**src/rtl/kb_digit_accumulator.sv**
```systemverilog
// -----------------------------------------------------------------------------
// kb_digit_accumulator
//
// Purpose:
//   Consumes the raw PS/2 set-2 scancode byte stream, tracks break (F0) and
//   extended (E0) prefixes, maps accepted make codes to 4-bit key codes and
//   accumulates up to DIGITS decimal digits into a packed BCD entry buffer.
//   An operator (+, -) or Enter key hands the buffer to the downstream
//   arithmetic unit as operand/op_code and clears the entry buffer.
//
// Ports:
//   clk          in   system clock, all state on rising edge
//   rst          in   asynchronous active-high reset
//   kb_valid     in   one-cycle strobe, kb_data holds a complete byte
//   kb_data      in   received scancode byte
//   key_valid    out  one-cycle pulse, key_code valid
//   key_code     out  0-9 digits, A=+, B=-, C=Enter, D=Backspace (held)
//   digits       out  packed BCD entry, most recent digit in [3:0]
//   digit_count  out  number of digits currently held (0..DIGITS)
//   overflow     out  sticky, digit entered while buffer full
//   op_valid     out  one-cycle pulse, operand/op_code valid
//   operand      out  BCD value captured at operator/Enter (held)
//   op_code      out  0=+, 1=-, 2=Enter (held)
// -----------------------------------------------------------------------------
module kb_digit_accumulator #(
    parameter int  DIGITS = 4,
    localparam int CNT_W  = $clog2(DIGITS + 1)
) (
    input  logic                  clk,
    input  logic                  rst,
    input  logic                  kb_valid,
    input  logic [7:0]            kb_data,
    output logic                  key_valid,
    output logic [3:0]            key_code,
    output logic [4*DIGITS-1:0]   digits,
    output logic [CNT_W-1:0]      digit_count,
    output logic                  overflow,
    output logic                  op_valid,
    output logic [4*DIGITS-1:0]   operand,
    output logic [1:0]            op_code
);

    localparam int DW = 4 * DIGITS;

    localparam logic [7:0] SC_BREAK = 8'hF0;
    localparam logic [7:0] SC_EXT   = 8'hE0;
    localparam logic [7:0] SC_ENTER = 8'h5A;

    localparam logic [3:0] KEY_PLUS  = 4'hA;
    localparam logic [3:0] KEY_MINUS = 4'hB;
    localparam logic [3:0] KEY_ENTER = 4'hC;
    localparam logic [3:0] KEY_BKSP  = 4'hD;

    localparam logic [CNT_W-1:0] CNT_FULL = CNT_W'(DIGITS);

    typedef enum logic [1:0] {
        S_IDLE,
        S_BRK,
        S_EXT,
        S_EXT_BRK
    } state_e;

    state_e             state_q;
    logic               key_valid_q;
    logic [3:0]         key_code_q;
    logic [DW-1:0]      digits_q;
    logic [CNT_W-1:0]   digit_count_q;
    logic               overflow_q;
    logic               op_valid_q;
    logic [DW-1:0]      operand_q;
    logic [1:0]         op_code_q;

    logic               map_hit;
    logic [3:0]         map_code;
    logic               emit_d;
    logic [3:0]         emit_code_d;

    // Non-extended make-code lookup. Prefix bytes and anything not listed
    // are misses, so they never produce a key.
    always_comb begin
        // NOTE: every output of a combinational block gets a default first;
        // a path that leaves one unassigned would infer a latch.
        map_hit  = 1'b1;
        map_code = 4'h0;
        case (kb_data)
            8'h45:   map_code = 4'd0;
            8'h16:   map_code = 4'd1;
            8'h1E:   map_code = 4'd2;
            8'h26:   map_code = 4'd3;
            8'h25:   map_code = 4'd4;
            8'h2E:   map_code = 4'd5;
            8'h36:   map_code = 4'd6;
            8'h3D:   map_code = 4'd7;
            8'h3E:   map_code = 4'd8;
            8'h46:   map_code = 4'd9;
            8'h79:   map_code = KEY_PLUS;
            8'h7B:   map_code = KEY_MINUS;
            8'h5A:   map_code = KEY_ENTER;
            8'h66:   map_code = KEY_BKSP;
            default: map_hit  = 1'b0;
        endcase
    end

    // A key completes either on a mapped byte in IDLE or on E0 5A
    // (keypad Enter). Every other byte only moves the prefix tracker.
    always_comb begin
        emit_d      = 1'b0;
        emit_code_d = 4'h0;
        if (kb_valid) begin
            if (state_q == S_IDLE && map_hit) begin
                emit_d      = 1'b1;
                emit_code_d = map_code;
            end else if (state_q == S_EXT && kb_data == SC_ENTER) begin
                emit_d      = 1'b1;
                emit_code_d = KEY_ENTER;
            end
        end
    end

    always_ff @(posedge clk or posedge rst) begin
        if (rst) begin
            // NOTE: every register here is a plain flop, none is a memory
            // array, so all of them take the asynchronous reset.
            state_q       <= S_IDLE;
            key_valid_q   <= 1'b0;
            key_code_q    <= 4'h0;
            digits_q      <= '0;
            digit_count_q <= '0;
            overflow_q    <= 1'b0;
            op_valid_q    <= 1'b0;
            operand_q     <= '0;
            op_code_q     <= 2'd0;
        end else begin
            // NOTE: state is updated with non-blocking assignments so every
            // right-hand side reads the pre-edge value of each register.
            key_valid_q <= 1'b0;
            op_valid_q  <= 1'b0;

            if (kb_valid) begin
                case (state_q)
                    S_IDLE: begin
                        if (kb_data == SC_BREAK)    state_q <= S_BRK;
                        else if (kb_data == SC_EXT) state_q <= S_EXT;
                        else                        state_q <= S_IDLE;
                    end
                    S_EXT: begin
                        if (kb_data == SC_BREAK) state_q <= S_EXT_BRK;
                        else                     state_q <= S_IDLE;
                    end
                    // Release byte of a normal or extended key: discarded.
                    S_BRK, S_EXT_BRK: state_q <= S_IDLE;
                    default:          state_q <= S_IDLE;
                endcase
            end

            if (emit_d) begin
                key_valid_q <= 1'b1;
                key_code_q  <= emit_code_d;

                if (emit_code_d <= 4'd9) begin
                    if (digit_count_q < CNT_FULL) begin
                        digits_q      <= (digits_q << 4) | DW'(emit_code_d);
                        digit_count_q <= digit_count_q + CNT_W'(1);
                    end else begin
                        overflow_q <= 1'b1;
                    end
                end else if (emit_code_d == KEY_BKSP) begin
                    if (digit_count_q != '0) begin
                        digits_q      <= digits_q >> 4;
                        digit_count_q <= digit_count_q - CNT_W'(1);
                    end
                end else begin
                    // Operator or Enter: hand off the entry, then clear it.
                    op_valid_q    <= 1'b1;
                    operand_q     <= digits_q;
                    digits_q      <= '0;
                    digit_count_q <= '0;
                    overflow_q    <= 1'b0;
                    case (emit_code_d)
                        KEY_PLUS:  op_code_q <= 2'd0;
                        KEY_MINUS: op_code_q <= 2'd1;
                        default:   op_code_q <= 2'd2;
                    endcase
                end
            end
        end
    end

    assign key_valid   = key_valid_q;
    assign key_code    = key_code_q;
    assign digits      = digits_q;
    assign digit_count = digit_count_q;
    assign overflow    = overflow_q;
    assign op_valid    = op_valid_q;
    assign operand     = operand_q;
    assign op_code     = op_code_q;

endmodule

```
**config.mk**
```make
export PLATFORM = sky130hd
export DESIGN_NAME = kb_digit_accumulator
export DESIGN_NICKNAME = d
export VERILOG_FILES = /design/src/rtl/kb_digit_accumulator.sv
export SDC_FILE = /design/constraint.sdc
export NUM_CORES = 1
export LEC_CHECK = 0
export ABC_CLOCK_PERIOD_IN_PS = 3600
export CAP_MARGIN = 5
export CORE_UTILIZATION = 54
export DETAILED_ROUTE_END_ITERATION = 16
export GPL_TIMING_DRIVEN = 0
export PLACE_DENSITY = 0.86
export RECOVER_POWER = 100
export REMOVE_ABC_BUFFERS = 1
export SYNTH_ARGS = -nofsm -noshare
export SYNTH_HDL_FRONTEND = slang
export SYNTH_SLANG_ARGS = --single-unit
```
**constraint.sdc**
```tcl
create_clock -name clk -period 3.6 [get_ports clk]
set_input_delay 0.36 -clock clk [delete_from_list [all_inputs] [get_ports clk]]
set_output_delay 0.36 -clock clk [all_outputs]
set_load 0.01 [all_outputs]
```
======== Word-level counts from Yosys, hierarchy flattened ========
Cells that the tools add are included.
operators by class
  $add $sub $neg .......................... 2
  multiply operators ...................... 0
  divide/modulo/power cells ............... 0
  magnitude comparators ................... 2
  equality and inequality tests ........... 26
  shift operators ......................... 0
  multiplexer cells ....................... 28
  bitwise operators ....................... 3
  reduce and logical (&&, ||, !) cells .... 9
operators by type and width
  operator               number
  $mux W16               4
  $pmux W4 S13           1
  $eq A8 B6 Y1 const B   6
  $eq A8 B7 Y1 const B   6
  $eq A8 B5 Y1 const B   2
  $eq A8 B8 Y1 const B   2
  $or A16 B4 Y16         1
  $reduce_or A14 Y1      1
  $eq A4 B4 Y1 const B   3
  $mux W3                4
  $mux W4                3
  $mux W1                11
  $reduce_and A3 Y1      3
  $mux W2                3
  $pmux W2 S3            1
  $eq A2 B2 Y1 const B   2
  $le A4 B4 Y1 const B   1
  $ne A2 B2 Y1 const B   2
  $pmux W2 S2            1
  $add A3 B1 Y3 const B  1
  $lt A3 B3 Y1 const B   1
  $ne A3 B2 Y1 const B   1
  $reduce_bool A3 Y1     1
  $sub A3 B1 Y3 const B  1
  6 further kinds        8
storage, ports and cells
  bits in registers ....................... 46
  latch bits .............................. 0
  memory bits (writable) .................. 0
  bits in read-only memories .............. 0
  bits of input ports ..................... 11
  output and inout port bits .............. 44
  logic and storage cells ................. 79
  memories ................................ 0

======== Logic depth before layout (Yosys ltp) ========
  depth in word-level cells ............... 10
  mapped depth ............................ 10

======== Worst setup path before layout ========
Ideal clock, no wire load.
  path type ............................... input-to-reg
  from .................................... input port kb_data[0]
  to ...................................... register digit_count_q[0] (netlist: digit_count[0])
  arrival ................................. 2.775 ns
  required time ........................... 3.475 ns
  path slack .............................. 0.700 ns
  cell stages on the path ................. 9
  cells stage by stage .................... buf_2 nand2b_1 or4_4 a21oi_1 and2b_2 o21ai_1 a211oi_4 buf_6 mux2_4
on the way
  longest elaborated chain between the ends .. 9
  elaborated cells between the ends (all ways) .. 32
  those cells by class .................... 1 x order compare; 17 x eq/ne; 10 x mux; 4 x reduce/logical
RTL lines
  element                                                               RTL line  text
  start, declared                                                       32        input logic [7:0] kb_data,
  $eq A8 B7 Y1 (tied with other cells)                                  85, 113
  $reduce_or A14 Y1 (no source line)                                    -
  $mux W1                                                               85        case (kb_data)
  $logic_and A1 B1 Y1                                                   110       if (state_q == S_IDLE && map_hit) begin
  $mux W4                                                               110
  $mux W4                                                               109       if (kb_valid) begin
  $le A4 B4 Y1 / $eq A4 B4 Y1 (equally long branches)                   160, 167
  $ne A3 B2 Y1 (no source line) (tied with other cells)                 -
  $reduce_and A3 Y1 (no source line) / $mux W3 (equally long branches)  -
  end signal, assigned                                                  163       digit_count_q <= digit_count_q + CNT_W'(1);
  end signal, assigned                                                  170       digit_count_q <= digit_count_q - CNT_W'(1);
  end, declared                                                         67        logic [CNT_W-1:0] digit_count_q;
Parallel ways exist; a longest one is shown, timed or not.
A chain may end at the register's enable or synchronous reset.

======== Worst setup path in the final report ========
  from .................................... input port kb_data[6]
  to ...................................... register digits_q[12] (netlist: digits[12])
on the way
  longest elaborated chain between the ends .. 9
  elaborated cells between the ends (all ways) .. 32
  those cells by class .................... 1 x order compare; 17 x eq/ne; 10 x mux; 4 x reduce/logical
RTL lines
  element                                                                RTL line  text
  $eq A8 B7 Y1 (tied with other cells)                                   85, 113
  $reduce_or A14 Y1 (no source line)                                     -
  $mux W1                                                                85
  $logic_and A1 B1 Y1                                                    110
  $mux W4                                                                110
  $mux W4                                                                109
  $le A4 B4 Y1 / $eq A4 B4 Y1 (equally long branches)                    160, 167
  $ne A3 B2 Y1 (no source line) (tied with other cells)                  -
  $reduce_and A3 Y1 (no source line) / $mux W16 (equally long branches)  -
  end signal, assigned                                                   162       digits_q <= (digits_q << 4) | DW'(emit_code_d);
  end signal, assigned                                                   169       digits_q <= digits_q >> 4;
  end, declared                                                          66        logic [DW-1:0] digits_q;
Parallel ways exist; a longest one is shown, timed or not.

==> results.ini <==
[run_status]
status=finished with violations
violations=max-capacitance violations, max-slew violations

[clock_tree]
ctsHoldBuffers=0
clockRootBuffer=clkbuf_8
cts.reportedPaths.clkPinSlew_ps=90
clock_path_buffers=2
htree_levels=2
clk_latency_ps=300
cts_buffers=5
cts_num_sinks=46
cts_tree=yes

[drt]
dr_wl_met3_um=282
detail-route-antenna-nets=0
drtPass1Iterations=5
wl_per_cell_um=18.3
top_layer=met4
drc=0
met2WireLength_mm=2.86
finalWirelength_mm=5.83
vias_per_cell=6.09
num_vias=1938
drt-met1-wl_mm=2.53
drt_iter0_markers=173

[placement]
dp_slack_ps=-783
dp_hpwl_mm=3.77
finalWeightedCongestion=0.900
numPortBuffers=54

[critical_path]
crit_path_start_kind=primary input
critPathLaunch=kb_data[6]
criticalPathCategory=in -> reg
crit_slowest_cell=clkdlybuf4s50_1
path_max_fanout=14
rr_startpoint=state_q[1]
reg2regPathDepth=7
critPathCaptureType=flip-flop
cp_data_required_time_ps=3790
arrival_ps=3650
max_stage_delay_ps=720
path_cells=clkdlybuf4s50_1, nand4bb_1, or3_1, a311o_1, or3b_4, nor4b_4, a211oi_4, buf_12, mux2_1

[finish]
area_delta_synth_final_pct=28.3
drive_gt1_share_pct=17.7
final_nets=279
layout_common_cells=dfrtp_1, dlygate4sd3_1, mux2_2
diodes=0
nFillCells=318

[synthesis]
synthArstFlopShare_pct=100
synth_cell_type_count=62
synthCells=209
synth_area_sq_mm=0.00247
yosys_warnings=0
synth-edff-count=0
syn_avg_cell_area_sq_um=11.8
yosysTopAreaCellShare_pct=46.7
synth_seq_area_share_pct=46.7
synth_top_area_cell=dfrtp_1
synth_ff_type=dfrtp_1
synthTopCellsByArea=dfrtp_1, mux2_2, mux2_4
ys_seq_elements=46

[hold_path]
holdCritStartpoint=key_code[3]
hold_depth=2
min_path_type=reg -> reg

[die]
die_h_um=69.6
dieArea_sq_mm=0.00484
die_w_um=69.6
initial_core_util_pct=56.3
ios=55
num_rows=24
core_sq_mm=0.00438

[grt]
grt_pass1_vias=1982
grt_overflow=0
antenna_found_initial=0
grt_pass1_wl_mm=9.63
grt_max_degree=36
grt_use_total_pct=25.1

[sta]
setup_viol=0
rsz0062_at_grt=no
fmax_mhz=289
drv_slew=36
hold_violations=0
timing.final.ws_setup_ps=136
layout_min_cycle_time_ps=3460
finalClockSkew_ps=5.21
slew_headroom_pct=-20.3
tightest_slew_ps=1800
fin_crit_sh_pct=96.2

[power]
p_leak_nw=1.48
power.density_mw_per_mm2=470
peakVddDrop_uv=341
total_power_mw=1.49

[job]
maxCapViolCount=1

[worst paths after layout]
path	endpoint	slack, ps
worst max-delay path	digits[12]	140
worst min-delay path	key_code[3]	480
worst max register to register	digits[12]	1010
worst min register to register	key_code[3]	480
max in group asynchronous	key_code[0]	1080
min in group asynchronous	operand[13]	490
[per-layer routing]
layer / global-route usage [%] / vias to the layer above
li1: - / 893
met1: 32.3 / 960
met2: 41.3 / 69
met3: 5.09 / 16
met4: 10.7 / 0
met5: 0 / -
[metrics by stage]
step	TNS (ps)	cell area (sq um)	utilization [%]	std cells	hold slack, ps
2_1_floorplan	0	2400	-	199	456
3_3_place_gp	-14590	3010	68.6	305	466
3_5_place_dp	-13590	3030	69.1	306	473
4_1_cts	0	3180	72.6	317	307
5_1_grt	0	3170	72.2	318	525
6_report	0	3170	72.2	318	479
[synth_stat cells, types with 2 or more instances]
master	number
nor3_1	3
ha_1	3
dfrtp_1	46
a22oi_1	4
nand2_1	12
a32o_1	2
nor4_1	3
nand4bb_1	2
buf_2	6
o31ai_1	2
a21o_1	3
mux2_2	25
nor2_1	8
o21ai_0	2
or3b_1	2
a21oi_1	4
a31oi_1	2
a22o_1	5
mux2i_1	6
or3_1	2
nor2b_1	2
nand2b_1	7
mux2_4	5
o2bb2ai_1	4
buf_6	2
inv_1	11
[worst max-delay path: cells and delay by family]
kind            cells  cell delay (ps)
simple gates        4             1480
compound gates      2              530
mux                 1              320
buf+inv             2              950
[where the power goes]
group	internal, mW	leakage (nW)	switching, mW
registers	0.613	0.611	0.0862
logic	0.239	0.817	0.193
clock network	0.176	0.0544	0.180
total	1.03	1.48	0.459
[sequential cells by signal (all words and copies together), names as in the netlist]
register / flops
digit_count: 3
overflow: 1
key_code: 4
digits: 16
op_valid: 1
op_code: 2
key_valid: 1
state_q: 2
operand: 16
[area by class of cell]
cell class	count	area, sq um	area share, %
Timing Repair Buffer	59	592	18.7
Clock inverter	1	8.76	0.277
Inverter	11	41.3	1.30
Clock buffer	7	96.3	3.04
Tap cell	52	65.1	2.05
Multi-Input combinational cell	142	1210	38.3
Sequential cell	46	1150	36.3
[cells by family after synthesis]
kind of cell               count (synthesis)  share of synthesized area [%]
AOI/OAI and AO/OA                         44                           14.8
xor gates and xnor gates                   2                          0.710
adders and majority gates                  3                           1.52
buffers and inverters                     21                           4.26
DFF                                       46                           46.7
muxes                                     36                           16.9
and+or+nand+nor                           57                           15.2
[what timing repair did]
item                       CTS  global route
setup endpoints to repair   18            35
gates resized for setup      2             3
gates cloned                 0             0
setup buffers                3             1
pin swaps                    1             1
Note: power is estimated with default switching activity, not from simulation.
